File: src/rtl/rom_port_arbiter.sv
// Arbitrates the IF fetch port and MEM load port onto one synchronous instruction ROM, one access at a time.
// Define ROM_ARB_RR_EN for round-robin arbitration on contention; otherwise mem has fixed priority over if.
module rom_port_arbiter #(
    parameter int unsigned AW      = 32,
    parameter int unsigned DW      = 32,
    parameter int unsigned ROM_AW  = 10,
    parameter int unsigned ROM_LAT = 1
) (
    input  logic              clk,
    input  logic              rst,
    input  logic              if_req,
    input  logic [AW-1:0]     if_addr,
    output logic [DW-1:0]     if_rdata,
    output logic              if_valid,
    input  logic              mem_req,
    input  logic [AW-1:0]     mem_addr,
    output logic [DW-1:0]     mem_rdata,
    output logic              mem_valid,
    output logic              stall_if,
    output logic              stall_mem,
    output logic              rom_ce,
    output logic [ROM_AW-1:0] rom_addr,
    input  logic [DW-1:0]     rom_data
);

    localparam int unsigned CW = 2;

    typedef enum logic [1:0] {IDLE, ISSUE, WAIT, RESP} state_t;

    state_t            state;
    state_t            next_state;
    logic [CW-1:0]     cnt;
    logic [CW-1:0]     cnt_d;
    logic              owner;
    logic              owner_d;
    logic              winner_c;
    logic              rom_ce_d;
    logic [ROM_AW-1:0] rom_addr_d;
    logic [DW-1:0]     if_rdata_d;
    logic [DW-1:0]     mem_rdata_d;
    logic              if_valid_d;
    logic              mem_valid_d;

    // Byte-offset and out-of-range address bits are intentionally ignored.
    logic unused_addr_bits;
    assign unused_addr_bits = ^{if_addr[1:0], if_addr[AW-1:ROM_AW+2],
                                mem_addr[1:0], mem_addr[AW-1:ROM_AW+2]};

    // owner: 1 = mem port, 0 = if port; also serves as the last-owner flag.
`ifdef ROM_ARB_RR_EN
    assign winner_c = (if_req & mem_req) ? ~owner : mem_req;
`else
    assign winner_c = mem_req;
`endif

    // Stalls drop as soon as reset asserts so the pipeline sees all-zero outputs.
    assign stall_if  = if_req  & ~if_valid  & ~rst;
    assign stall_mem = mem_req & ~mem_valid & ~rst;

    always_ff @(posedge clk or posedge rst) begin
        if (rst) begin
            state <= IDLE;
        end else begin
            state <= next_state;
        end
    end

    always_comb begin
        next_state = state;
        case (state)
            IDLE:    if (if_req | mem_req) next_state = ISSUE;
            ISSUE:   next_state = WAIT;
            WAIT:    if (cnt == '0) next_state = RESP;
            RESP:    next_state = IDLE;
            default: next_state = IDLE;
        endcase
    end

    always_comb begin
        cnt_d       = cnt;
        owner_d     = owner;
        rom_ce_d    = 1'b0;
        rom_addr_d  = rom_addr;
        if_rdata_d  = if_rdata;
        mem_rdata_d = mem_rdata;
        if_valid_d  = 1'b0;
        mem_valid_d = 1'b0;
        case (state)
            IDLE: begin
                if (if_req | mem_req) begin
                    owner_d    = winner_c;
                    rom_ce_d   = 1'b1;
                    rom_addr_d = winner_c ? mem_addr[ROM_AW+1:2] : if_addr[ROM_AW+1:2];
                end
            end
            ISSUE: cnt_d = CW'(ROM_LAT - 1);
            WAIT: begin
                if (cnt == '0) begin
                    if (owner) begin
                        mem_rdata_d = rom_data;
                        mem_valid_d = 1'b1;
                    end else begin
                        if_rdata_d = rom_data;
                        if_valid_d = 1'b1;
                    end
                end else begin
                    cnt_d = cnt - CW'(1);
                end
            end
            default: ;
        endcase
    end

    // Registered outputs and datapath state.
    always_ff @(posedge clk or posedge rst) begin
        if (rst) begin
            cnt       <= '0;
            owner     <= 1'b0;
            rom_ce    <= 1'b0;
            rom_addr  <= '0;
            if_rdata  <= '0;
            mem_rdata <= '0;
            if_valid  <= 1'b0;
            mem_valid <= 1'b0;
        end else begin
            cnt       <= cnt_d;
            owner     <= owner_d;
            rom_ce    <= rom_ce_d;
            rom_addr  <= rom_addr_d;
            if_rdata  <= if_rdata_d;
            mem_rdata <= mem_rdata_d;
            if_valid  <= if_valid_d;
            mem_valid <= mem_valid_d;
        end
    end

endmodule

File: config.mk
export PLATFORM = sky130hd
export DESIGN_NAME = rom_port_arbiter
export DESIGN_NICKNAME = d
export VERILOG_FILES = /design/src/rtl/rom_port_arbiter.sv
export SDC_FILE = /design/constraint.sdc
export NUM_CORES = 1
export LEC_CHECK = 0
export ABC_AREA = 1
export BUFFER_PORTS_ARGS = -buffer_cell sky130_fd_sc_hd__buf_2
export CAP_MARGIN = 20
export CELL_PAD_IN_SITES_DETAIL_PLACEMENT = 2
export CELL_PAD_IN_SITES_GLOBAL_PLACEMENT = 2
export CORE_ASPECT_RATIO = 1.25
export CORE_MARGIN = 4
export CORE_UTILIZATION = 26
export DETAILED_ROUTE_END_ITERATION = 8
export GPL_TIMING_DRIVEN = 0
export PLACE_DENSITY_LB_ADDON = 0.1
export SLEW_MARGIN = 20
export SYNTH_ARGS = -nofsm -noshare
export SYNTH_HDL_FRONTEND = slang
export SYNTH_SLANG_ARGS = --single-unit
File: constraint.sdc
create_clock -name clk -period 5.2 [get_ports clk]
set_input_delay 1.56 -clock clk [delete_from_list [all_inputs] [get_ports clk]]
set_output_delay 1.56 -clock clk [all_outputs]
set_load 0.005 [all_outputs]
==> flow_results.org <==
** Setup path
- STA puts the critical path data arrival time at 2.58 ns.
- Along the worst path, the maximum fanout reaches 43.
- The worst setup path is launched from an input pin.
- The startpoint identified for the worst register-to-register timing path is state[0].
- Tracing the worst setup path back leads to its startpoint at rst.
- Endpoint required time on the critical path :: 3.64 ns
- STA classifies the critical path endpoint as an output pin.
- Type of the setup path with the least slack :: in2out

** Pwr
- The internal portion of the total power is 1.828 mW.
- Summed over all nets, the switching power comes to 1.083 mW.
- Static Leakage :: 2.637 nW
- Part of the total power dissipated in combinational logic :: 40.8%
- Fraction of power spent switching nets :: 37.19%
- The worst-case IR drop observed on VDD is 160.3 uV.
- Of the total power, the clock network draws 21.2%.
- Per report_power, the sequential group accounts for 38.0% of the total.
- Power per cell area :: 614.7 nW/um2

** Detailed routing
- WL final :: 10640 um
- After the first detailed-routing iteration, the DRC count stood at 61.
- Overall via count from detail_route :: 2974
- The highest metal layer carrying signal wires in the routed design is met4.
- The pre-antenna-repair detailed-routing pass consisted of 4 iterations.
- Antenna violation net count after detailed routing :: 0
- Avg WL per Cell :: 15.57 um
- Total routed wire length on the met1 layer :: 4441 um
- After detailed routing, the number of remaining DRC violations is 0.
- Met2 wire length :: 5428 um
- After detailed routing, the number of vias per cell comes to 4.354.
- Met3 wire length :: 613 um

** Synth
- Distinct cell type count of the synthesized netlist :: 17
- Mean area per synthesized cell :: 9.770 um2
- Sorting the synthesized cells by how often they occur yields nand2_1, dfrtp_1, o21ai_2.
- Most used standard cell by instance count after synthesis :: nand2_1
- Cell taking the most area after synthesis :: dfrtp_1
- After synthesis, flip-flops and latches occupy 58.18% of the total area.
- Main area contributors after synthesis :: dfrtp_1, nand2_1, o21ai_2
- Synthesized area :: 3527 um2
- Number of nets produced by synthesis :: 466
- Share of flip-flops with an asynchronous set or reset after synthesis :: 100.0%
- Main flop type after synthesis :: dfrtp_1
- Number of warnings issued by yosys :: 0
- Yosys mapped a number of flops with a built-in enable equal to 0.
- Of the post-synthesis cell area, the dominant cell type holds 58.18%.
- The synthesized design contains 82 register bits.
- In the synthesized netlist, the number of instances is 361.

** Place
- Detail Placement HPWL :: 8011 um
- Cell area reported after detailed placement :: 4444 um2
- The congestion estimate from routability-driven global placement came to 0.7067.
- Number of port buffers :: 134

** Run status
- The flow ran to the end, and the final reports show no timing, DRC or antenna violations.

** Layout
- Sequential cell area :: 2052 um2
- Counting the fill cells in the layout gives 1586.
- Fraction of layout instances using a drive strength above 1 :: 42.97%
- For this run, the post-layout net count is 612.
- Number of antenna diodes :: 0
- The multi-input combinational cells in the finished layout cover a total of 1147 um2.
- The finished cells cover 4736 um2.
- Util after Layout :: 35.63%
- Layout overhead on the synthesized area :: 34.27%

** Min path
- The tightest min-delay check is of the reg2reg type.
- The worst hold path begins at if_rdata[17].

** STA
- Final Max Slew Viols :: 0
- Time the worst path needs with I/O delays and setup :: 4.135 ns
- Ratio of final minimum period to clock period :: 79.52%
- On the final layout, the worst hold slack is 0.4784 ns.
- Setup TNS after final layout :: 0 ns
- Headroom to the max-slew limit came out at 70.41%.
- Final setup violation count :: 0
- Maximum clock frequency :: 0.2418 GHz
- Worst Max-Slew Pin Slew :: 0.4438 ns
- On the final layout, the worst clock skew is 0.005856 ns.
- Hold Fails Final Rpt :: 0
- Setup repair after global routing left no endpoint under its margin.

** Die
- Vertical die dimension :: 138.2 um
- Die Wd :: 112.2 um
- The floorplan has 47 rows.
- Area enclosed by the die boundary :: 15500 um2
- Number of top-level pins :: 179
- Initial cell density of the core :: 26.54%
- Core box area :: 13290 um2

** CTS
- Quantity of gates resized following cts :: 0
- Clock sink total :: 82
- In this run the clock root is driven by a clkbuf_16.
- The H-tree generated during clock tree synthesis spans 3 levels.
- CTS buffer count :: 9
- Latest clock arrival within the worst-skew pair :: 0.34 ns
- The longest clock path from root to sink contains 2 buffers.
- For this design, the CTS-stage hold fixing added 0 buffers.
- TritonCTS built the clock tree.
- Clock transition time at the flip-flop clock pins of the worst setup and hold paths :: 0.06 ns
- Post-CTS timing repair inserted 0 buffers for setup.

** Global route
- The first global-routing pass estimated 18110 um of wire.
- The via count of the first global-routing pass came to 3419.
- Overflow left after global routing :: 0
- Global Route Usage Sum :: 14.35%
- Entering global routing, the biggest net connects 44 pins.
- Number of antenna violations at the first check in global routing :: 0

** Run
- The tool flagged a number of max-cap violations equal to 0.
## worst paths after layout
| path | to | slack [ns] | cells past startpoint |
|---|---|---|---|
| worst max-delay path | stall_if | 1.06 | 6 |
| worst min-delay path | if_rdata[17] | 0.48 | 2 |
| worst max register to register | mem_rdata[3] | 3.71 | 7 |
| worst min register to register | if_rdata[17] | 0.48 | 2 |
| max in group asynchronous | mem_rdata[17] | 3.40 | 3 |
| min in group asynchronous | state[1] | 1.24 | 2 |
## logic make-up (layout without fill, tap and decap cells)
kind of cell,Yosys count,after routing,share of synthesized area (%)
buf+inv,61,212,9.294
compound gates,68,68,14.65
simple gates,145,145,16.11
flops,82,82,58.18
fa+ha+maj,5,5,1.774
## cell type report
cell class	count	area share, %
Multi-Input combinational cell	218	24.23
Timing Repair Buffer	135	14.74
Inverter	44	3.593
Buffer	17	3.435
Tap cell	171	4.518
Sequential cell	82	43.33
Clock inverter	5	0.8190
Clock buffer	11	5.337
## cells in the final DEF, fill, tap and decap left out, drive strengths merged
cell type and n:
ha 5, buf 150, clkinv 1, nor2 3, or2 1, o21ai 68, clkbuf 13, nor3 1
nand3 6, dfrtp 82, clkinvlp 4, inv 44, nand2 134
## flip-flops by register name, summed over array words and instances (netlist names)
signal,flops
cnt,2
mem_valid,1
if_rdata,32
rom_addr,10
rom_ce,1
if_valid,1
state,2
mem_rdata,32
owner,1
## worst max-delay path, stage by stage
cell	delay (ns)
buf_2	0.13
inv_6	0.31
buf_16	0.28
nand2_1	0.08
nor2_1	0.08
buf_2	0.12
## power by group through the flow
stage	logic (mW)	clock network (mW)	registers [mW]
floorplan	0.667	0	1.13
global placement	1.19	0	1.11
detailed placement	1.23	0	1.13
CTS	1.24	0.643	1.12
global route	1.36	0.670	1.16
finish	1.19	0.617	1.11
## metrics by stage
stage               worst slack [ns]  cells  power [mW]
floorplan                    0.09268    361       1.799
global placement              -1.038    666       2.304
detailed placement            0.9897    667       2.359
CTS                           0.9871    683       3.001
global route                  0.8964    683       3.186
finish                         1.065    683       2.911
## per-layer routing
layer	track usage (%)	up-vias
li1	-	1411
met4	4.367	0
met3	3.671	12
met5	0	-
met1	17.54	1471
met2	24.77	80
No activity file was read; power rests on OpenSTA's default activity.
